===== src/rtl/div_unit.sv =====
// Multi-cycle RV32M divider (DIV/DIVU/REM/REMU) using radix-2 restoring division.
// Produces one quotient bit per cycle and handshakes through start/busy/wb_valid.
module div_unit #(
  parameter int XLEN = 32,
  parameter int RD_W = 5
) (
  input  logic            clk,
  input  logic            rst_n,
  input  logic            start,
  input  logic            flush,
  input  logic [2:0]      funct3,
  input  logic [XLEN-1:0] dividend,
  input  logic [XLEN-1:0] divisor,
  input  logic [RD_W-1:0] rd_in,
  output logic            busy,
  output logic            wb_valid,
  output logic [RD_W-1:0] wb_rd,
  output logic [XLEN-1:0] result
);

  localparam int CW = $clog2(XLEN);
  localparam logic [CW-1:0]   LAST_CNT = CW'(XLEN - 1);
  localparam logic [CW-1:0]   CNT_ONE  = {{(CW-1){1'b0}}, 1'b1};
  localparam logic [XLEN-1:0] ALL_ONES = {XLEN{1'b1}};
  localparam logic [XLEN-1:0] ZERO     = {XLEN{1'b0}};
  localparam logic [XLEN-1:0] MIN_NEG  = {1'b1, {(XLEN-1){1'b0}}};

  typedef enum logic [1:0] {IDLE = 2'd0, CALC = 2'd1, DONE = 2'd2} state_e;

  state_e          state_q, state_d;
  logic [CW-1:0]   count_q, count_d;
  logic [XLEN-1:0] rem_q, rem_d;
  logic [XLEN-1:0] quo_q, quo_d;
  logic [XLEN-1:0] dvs_q, dvs_d;
  logic            op_rem_q, op_rem_d;
  logic            neg_quo_q, neg_quo_d;
  logic            neg_rem_q, neg_rem_d;
  logic            busy_q, busy_d;
  logic            wb_valid_q, wb_valid_d;
  logic [RD_W-1:0] wb_rd_q, wb_rd_d;
  logic [XLEN-1:0] result_q, result_d;

  logic            is_signed_s, a_neg_s, b_neg_s, div_zero_s, overflow_s, ge_s;
  logic [XLEN-1:0] a_abs_s, b_abs_s, special_res_s;
  logic [XLEN:0]   rem_shift_s;
  logic [XLEN-1:0] rem_step_s, quo_step_s, rem_fix_s, quo_fix_s;

  assign busy     = busy_q;
  assign wb_valid = wb_valid_q;
  assign wb_rd    = wb_rd_q;
  assign result   = result_q;

  // Operand conditioning, special-case detection and one restoring-division step
  always_comb begin
    is_signed_s = ~funct3[0];
    a_neg_s     = is_signed_s & dividend[XLEN-1];
    b_neg_s     = is_signed_s & divisor[XLEN-1];
    a_abs_s     = a_neg_s ? -dividend : dividend;
    b_abs_s     = b_neg_s ? -divisor : divisor;
    div_zero_s  = (divisor == ZERO);
    overflow_s  = is_signed_s & (dividend == MIN_NEG) & (divisor == ALL_ONES);
    if (div_zero_s) begin
      special_res_s = funct3[1] ? dividend : ALL_ONES;
    end else if (overflow_s) begin
      special_res_s = funct3[1] ? ZERO : MIN_NEG;
    end else begin
      special_res_s = ZERO;
    end

    // Remainder is always below the divisor, so the XLEN-bit difference is exact
    rem_shift_s = {rem_q, quo_q[XLEN-1]};
    ge_s        = (rem_shift_s >= {1'b0, dvs_q});
    rem_step_s  = ge_s ? (rem_shift_s[XLEN-1:0] - dvs_q) : rem_shift_s[XLEN-1:0];
    quo_step_s  = {quo_q[XLEN-2:0], ge_s};
    quo_fix_s   = neg_quo_q ? -quo_step_s : quo_step_s;
    rem_fix_s   = neg_rem_q ? -rem_step_s : rem_step_s;
  end

  // Next-state and output computation for the IDLE/CALC/DONE sequencer
  always_comb begin
    state_d    = state_q;
    count_d    = count_q;
    rem_d      = rem_q;
    quo_d      = quo_q;
    dvs_d      = dvs_q;
    op_rem_d   = op_rem_q;
    neg_quo_d  = neg_quo_q;
    neg_rem_d  = neg_rem_q;
    busy_d     = busy_q;
    wb_valid_d = 1'b0;
    wb_rd_d    = wb_rd_q;
    result_d   = result_q;
    case (state_q)
      IDLE: begin
        if (start && !flush && funct3[2]) begin
          op_rem_d  = funct3[1];
          neg_quo_d = a_neg_s ^ b_neg_s;
          neg_rem_d = a_neg_s;
          wb_rd_d   = rd_in;
          busy_d    = 1'b1;
          quo_d     = a_abs_s;
          dvs_d     = b_abs_s;
          rem_d     = ZERO;
          count_d   = {CW{1'b0}};
          if (div_zero_s || overflow_s) begin
            state_d    = DONE;
            result_d   = special_res_s;
            wb_valid_d = 1'b1;
          end else begin
            state_d = CALC;
          end
        end else begin
          state_d = IDLE;
          busy_d  = 1'b0;
        end
      end
      CALC: begin
        if (flush) begin
          state_d = IDLE;
          busy_d  = 1'b0;
        end else begin
          rem_d   = rem_step_s;
          quo_d   = quo_step_s;
          count_d = count_q + CNT_ONE;
          if (count_q == LAST_CNT) begin
            state_d    = DONE;
            wb_valid_d = 1'b1;
            result_d   = op_rem_q ? rem_fix_s : quo_fix_s;
          end else begin
            state_d = CALC;
          end
        end
      end
      DONE: begin
        state_d = IDLE;
        busy_d  = 1'b0;
      end
      default: begin
        state_d = IDLE;
        busy_d  = 1'b0;
      end
    endcase
  end

  // State and output registers
  always_ff @(posedge clk or negedge rst_n) begin
    if (!rst_n) begin
      state_q    <= IDLE;
      count_q    <= {CW{1'b0}};
      rem_q      <= ZERO;
      quo_q      <= ZERO;
      dvs_q      <= ZERO;
      op_rem_q   <= 1'b0;
      neg_quo_q  <= 1'b0;
      neg_rem_q  <= 1'b0;
      busy_q     <= 1'b0;
      wb_valid_q <= 1'b0;
      wb_rd_q    <= {RD_W{1'b0}};
      result_q   <= ZERO;
    end else begin
      state_q    <= state_d;
      count_q    <= count_d;
      rem_q      <= rem_d;
      quo_q      <= quo_d;
      dvs_q      <= dvs_d;
      op_rem_q   <= op_rem_d;
      neg_quo_q  <= neg_quo_d;
      neg_rem_q  <= neg_rem_d;
      busy_q     <= busy_d;
      wb_valid_q <= wb_valid_d;
      wb_rd_q    <= wb_rd_d;
      result_q   <= result_d;
    end
  end

endmodule


===== config.mk =====
export PLATFORM = sky130hd
export DESIGN_NAME = div_unit
export DESIGN_NICKNAME = d
export VERILOG_FILES = /design/src/rtl/div_unit.sv
export SDC_FILE = /design/constraint.sdc
export NUM_CORES = 1
export LEC_CHECK = 0
export BUFFER_PORTS_ARGS = -buffer_cell sky130_fd_sc_hd__clkbuf_2
export CORE_UTILIZATION = 55
export CTS_CLUSTER_SIZE = 30
export DETAILED_ROUTE_END_ITERATION = 16
export GPL_TIMING_DRIVEN = 0
export MAX_ROUTING_LAYER = met4
export PLACE_DENSITY = 0.78
export SLEW_MARGIN = 10
export SYNTH_ARGS = -nofsm -noshare
export SYNTH_HDL_FRONTEND = slang
export SYNTH_SLANG_ARGS = --single-unit
export TNS_END_PERCENT = 10

===== constraint.sdc =====
create_clock -name clk -period 5.1 [get_ports clk]
set_input_delay 0 -clock clk [delete_from_list [all_inputs] [get_ports clk]]
set_output_delay 0 -clock clk [all_outputs]
set_load 0.03 [all_outputs]

==> results.tsv, run 1 <==
metric	value	unit
syn_nets	1640	
share of layout cells above drive strength 1	14.4	%
count leader, synth	nand2_1	
worst path required time	5430	ps
post-synthesis sequential area ratio	30.4	%
final hold vios	0	
worst-margin pin slew	1040	ps
Setup crit start kind	flop	
Cells after Synth	1524	
Clock Tree Buf Depth	2	
# setup viols final	0	
kind of critical path	reg -> reg	
DR WL/cell	21.6	µm
io pins	115	
slowest stage cell, crit path	or4_1	
clock sink count	144	
antenna-violating nets left	0	
worst hold endpoint	result[3]	
row cnt	53	
unrepaired setup endpoints after global routing	yes	
most frequent CP cell	buf_6	
max cap viols	0	
quantity of I/O buffers inserted on ports	114	
Mean Syn Cell Area	7.79	µm²
CP Buf/Inv Count	6	
critical register-to-register path endpoint	result[20]	
vias post-DR	12800	
Pleak	0.00602	µW
CP Max Fanout	10	
Die Area	22200	µm²
Netlist Area Pre-Place	11900	µm²
FF-to-FF Start	rem_q[25]	
area of the multi-input gates	7820	µm²
DP Wirelength	32100	µm
Post-synth ARST share	100	%
Fmax	198	MHz
grt ovf	0	
FILL cells	1840	
Syn-to-layout area delta	19.3	%
endpoint type of the worst setup path	flop	
CTS tree	yes	
Worst path max stage delay	540	ps
area of the core	21100	µm²
total track usage	40.9	%
HP Class	in -> reg	
pin count of the biggest net entering global routing	77	
dominant synthesized flop cell	dfrtp_1	
fin crit share	98.9	%
number of flops mapped to enable cells by yosys	0	
Num CTS Buffers	17	
DRT Pass-1 Iters	5	
Skew-Pair Late Insertion Delay	440	ps
synthesized flop and latch total	144	
die height	149	µm
vias in the first global route	12100	
final worst-path setup slack	55.2	ps
DRC	0	
top cell type's share of synthesized area	30.4	%
final slew viol count	0	
root buffer cell	clkbuf_16	
H-tree Lvls	4	
Hold Path Stages	3	
setup slack, reg-to-reg	60	ps
peak supply drop	0.428	mV
FF/Latch Area	3610	µm²
minimum clock period	5040	ps
Initial Util	56.3	%
WL final	43100	µm
YS warnings	0	
cell family with most CP delay	simple AND/OR/NAND/NOR gates	
fin nets	1826	
post-synth top area cell	dfrtp_1	
leading cell types by count after synthesis	188 x nand2_1, 175 x o21ai_0, 144 x dfrtp_1, 123 x nor2_1, 114 x a21oi_1	
pre-CTS WS	-1060	ps
Rel. slew slack	29.9	%
die span in x	149	µm
GPL Wtd Cong	0.982	
Pwr per Cell Area	586	nW/µm²
Synth area leaders	dfrtp_1 30%, o21ai_0 7.4%, nand2_1 5.9%	
antenna violations before repair	1	
FF-to-FF path depth	22	
Setup Skew	8.84	ps
hold_sp	dividend[3]	
post-synth cell types	84	
first-pass GRT wire length	67300	µm
clock-pin slew on the worst setup and hold paths	70	ps
setup TNS	0	ps
Iter 0 DRT Violations	1253	
vias per cell	6.42	
worst path cell trace	ha_1 > buf_2 > nand4_1 > buf_4 > nor2_2 > a221oi_2 > and3_1 > buf_6 > nand3_2 > inv_2 > buf_6 > buf_8 > mux2i_4 > ha_2 > nand3_1 > or4_1 > nor3_4 > o21ai_4 > o31ai_4 > xnor2_1 > a211oi_1 > a211o_1	
Crit path arrival time	5370	ps
outcome	finished clean	
## registers in the layout (all words and copies together) (netlist names)
name       cells
dvs_q         32
quo_q         32
rem_q         32
result        32
count_q        5
wb_rd          5
state_q        2
busy           1
neg_quo_q      1
neg_rem_q      1
op_rem_q       1
## kinds of logic (layout without fill, tap and decap cells)
kind of cell / count (synthesis) / in the layout / share of synthesized area [%]
AO/OA/AOI/OAI: 495 / 495 / 26.2
buffers and inverters: 148 / 346 / 5.05
multiplexers: 27 / 27 / 2.33
adder cells (fa/ha/maj): 40 / 40 / 4.28
other: 0 / 3 / 0
AND/OR/NAND/NOR: 537 / 537 / 22.0
flip-flops: 144 / 144 / 30.4
XOR/XNOR: 133 / 133 / 9.82
## stage by stage
| stage | area, µm² | power, µW | hold WS, ps | std cells | util (%) |
|---|---|---|---|---|---|
| after CTS | 14000 | 7900 | 2.04 | 1988 | 66.3 |
| after global placement | 12800 | 6300 | 190 | 1913 | 60.6 |
| after global routing | 14100 | 8770 | 11.0 | 1998 | 67.1 |
| final | 14200 | 8290 | 4.22 | 2000 | 67.1 |
| after floorplan | 11900 | 5090 | -296 | 1524 | - |
| after detailed placement | 12800 | 6360 | 65.1 | 1915 | 60.9 |
## power by group
group	switching, µW	internal [µW]
Sequential	308	1380
Combinational	3300	1950
Clock	567	793
Total	4180	4110
## cell usage in the layout (no fill, tap or decap), types with 12 or more instances in the layout
master	instances
nand2b_1	19
o21ai_0	173
clkbuf_1	56
dlygate4sd3_1	41
dfrtp_1	142
or3_1	14
o211ai_1	32
xnor2_1	75
o31ai_1	33
a21oi_1	110
ha_1	35
nor3_1	27
a31oi_1	24
nand4_1	32
nand2_1	187
o41ai_1	12
clkbuf_2	114
clkbuf_16	17
xor2_1	58
inv_1	58
and3_1	12
buf_2	14
mux2i_1	21
nand3_1	54
nor2_1	122
## worst max-delay path by stage
stage                          from         end  slack, ps  cells past startpoint
after CTS                 rem_q[23]  result[20]          6                     21
after global placement    rem_q[25]  result[20]      -1060                     21
after floorplan           rem_q[23]  result[20]        340                     22
after global routing      rem_q[25]  result[20]        -80                     22
after detailed placement  rem_q[25]  result[20]      -1060                     21
final                     rem_q[25]  result[20]         60                     22
## worst min-delay path, stage by stage
cell and delay, ps:
clkbuf_2 130, o211ai_1 180, a31oi_1 90
## area by class of cell
class	count	share of cell area, %
well taps	275	2.43
inverters	60	1.59
diodes	3	0.0530
multi-input cells	1232	55.3
clock buffers	18	3.10
clock inverters	13	1.26
flip-flops and latches	144	25.5
plain buffers	87	2.95
repair buffers	168	7.85
## per-layer routing
layer,part of all wire [%],track usage [%]
met5,0,-
met4,3.4,15.4
met3,9.6,8.01
met2,44,60.4
met1,43,55.1
## timing repair
action | 4_1_cts | 5_1_grt
resized for setup | 26 | 24
setup endpoints to repair | 14 | 10
hold endpoints to repair | 109 | 0
setup buffers | 2 | 9
pin swaps | 4 | 10
hold buffers | 41 | 0
No activity file was read; power rests on OpenSTA's default activity.
==> inputs of run 2 (changes only) <==
- CORE_MARGIN: not set -> 2
- CORE_UTILIZATION: 55 -> 61
- PLACE_DENSITY: 0.78 -> 0.82
- clock period: 5.1 -> 5.62 ns (I/O delays scaled with it)
==> results.tsv, run 2 (synthesis results as in run 1) <==
metric	value	unit	change
Hold Path Stages	4		was 3
Die Area	20600	µm²	was 22200 µm²
Clock Tree Buf Depth	2		unchanged
worst hold endpoint	dvs_q[31]		was result[3]
final design utilization	71.9	%	was 67.1%
fin nets	1813		was 1826
final hold vios	0		unchanged
final slew viol count	0		unchanged
total track usage	43.2	%	was 40.9%
fin crit share	96.1	%	was 98.9%
critical register-to-register path endpoint	result[14]		was result[20]
H-tree Lvls	4		unchanged
quantity of I/O buffers inserted on ports	114		unchanged
antenna-violating nets left	0		unchanged
Pleak	0.00589	µW	was 0.00602 µW
die height	143	µm	was 149 µm
row cnt	51		was 53
CP Max Fanout	12		was 10
GPL Wtd Cong	1.03		was 0.982
kind of critical path	reg -> reg		unchanged
clock-pin slew on the worst setup and hold paths	60	ps	was 70 ps
max cap viols	0		unchanged
vias per cell	6.58		was 6.42
DP Wirelength	31900	µm	was 32100 µm
share of layout cells above drive strength 1	12.9	%	was 14.4%
placed cell area	12800	µm²	about the same
Skew-Pair Late Insertion Delay	440	ps	about the same
FF-to-FF path depth	22		unchanged
antenna cells	0		was 3
outcome	finished clean		unchanged
Iter 0 DRT Violations	1720		was 1253
CTS tree	yes		unchanged
FF-to-FF Start	rem_q[23]		was rem_q[25]
Crit path arrival time	5720	ps	was 5370 ps
worst-margin pin slew	1230	ps	was 1040 ps
pin count of the biggest net entering global routing	91		was 77
Pwr per Cell Area	520	nW/µm²	was 586 nW/µm²
vias in the first global route	12000		was 12100
DR WL/cell	21.6	µm	about the same
Setup Skew	11.3	ps	was 8.84 ps
endpoint type of the worst setup path	flop		unchanged
minimum clock period	5400	ps	was 5040 ps
Fin Hold WS	13.4	ps	was 4.22 ps
antenna violations before repair	0		was 1
first-pass GRT wire length	66500	µm	was 67300 µm
setup slack, reg-to-reg	220	ps	was 60 ps
HP Class	in -> reg		unchanged
Final Cell Area	13800	µm²	was 14200 µm²
pre-CTS WS	-483	ps	was -1060 ps
# setup viols final	0		unchanged
root buffer cell	clkbuf_16		unchanged
Rel. slew slack	17.1	%	was 29.9%
clock sink count	144		unchanged
die span in x	143	µm	was 149 µm
grt ovf	0		unchanged
io pins	115		unchanged
Syn-to-layout area delta	16.7	%	was 19.3%
area of the core	19300	µm²	was 21100 µm²
Num CTS Buffers	17		unchanged
worst path required time	5940	ps	was 5430 ps
DRC	0		unchanged
most common cell after layout, fill and taps aside	nand2_1		unchanged
WL final	42600	µm	was 43100 µm
Setup crit start kind	flop		unchanged
setup TNS	0	ps	unchanged
peak supply drop	0.361	mV	was 0.428 mV
Fmax	185	MHz	was 198 MHz
DRT Pass-1 Iters	6		was 5
hold_sp	flush		was dividend[3]
vias post-DR	13000		was 12800
Initial Util	61.6	%	was 56.3%
final worst-path setup slack	219	ps	was 55.2 ps
most frequent cells in the layout	188 x nand2_1, 174 x o21ai_0, 143 x dfrtp_1, 123 x nor2_1, 114 x a21oi_1		was 187 x nand2_1, 173 x o21ai_0, 142 x dfrtp_1, 122 x nor2_1, 114 x clkbuf_2
[run 2: cell count changes in the layout (fill, tap and decap cells not counted), sizes merged]
cell / change
dlygate4sd3: -2
diode: -3
bufinv: -2
clkbuf: -1
clkinvlp: +2
clkinv: +1
buf: -9
inv: -1
[run 2: per-layer routing]
metal  up-vias  part of all wire, %  GRT usage [%]
met5         -                    0              -
met4         0                  4.1           16.9
met3       147                   11           9.03
met2       852                   44           63.0
met1      6128                   42           58.9
li1       5870                    -              -
[run 2: repair_timing]
item                       4_1_cts  5_1_grt
setup endpoints to repair       11       11
resized for setup                9        9
hold endpoints to repair        90        0
pin swaps                        1        3
setup buffers                    1        1
hold buffers                    39        0
[run 2: power breakdown]
group | switching (µW) | leakage (µW) | internal, µW
registers | 289 | 0.00189 | 1250
logic | 2940 | 0.00374 | 1600
clock network | 509 | 0.000263 | 618
total | 3740 | 0.00589 | 3470
[run 2: worst max-delay path by stage]
stage	from	end	slack, ps
3_3_place_gp	rem_q[25]	result[20]	-390
2_1_floorplan	rem_q[23]	result[20]	860
5_1_grt	rem_q[23]	result[14]	-50
3_5_place_dp	rem_q[25]	result[20]	-480
6_report	rem_q[23]	result[14]	220
4_1_cts	rem_q[12]	result[20]	90
[run 2: worst max-delay path: stages, from the launching register on]
cell      delay, ps
dfrtp_1         440
ha_1            310
buf_2           180
a21oi_1         320
o21ai_2         160
a221oi_2        320
and3_1          210
buf_6           140
nand3_4         200
inv_2           160
buf_6           170
buf_4           240
mux2i_4         300
ha_1            220
and2_1          160
or3b_4          400
nor4_4          280
buf_4           180
nor2_1           40
o21ai_1         200
mux2i_1         240
o21ai_1         130
mux2_2          280
[run 2: final cells by class]
cell class,instances,area (µm²)
buffer,85,365
fill,1607,5420
timing repair buffer,157,1020
inverter,60,225
sequential,144,3600
multi-input combinational,1232,7740
clock inverter,13,129
tap,265,332
clock buffer,19,433
[run 2: through the flow]
stage / total power (µW) / std cells
after floorplan: 4620 / 1524
after global placement: 5720 / 1903
after detailed placement: 5800 / 1905
after CTS: 7010 / 1976
after global routing: 7640 / 1975
final: 7210 / 1975
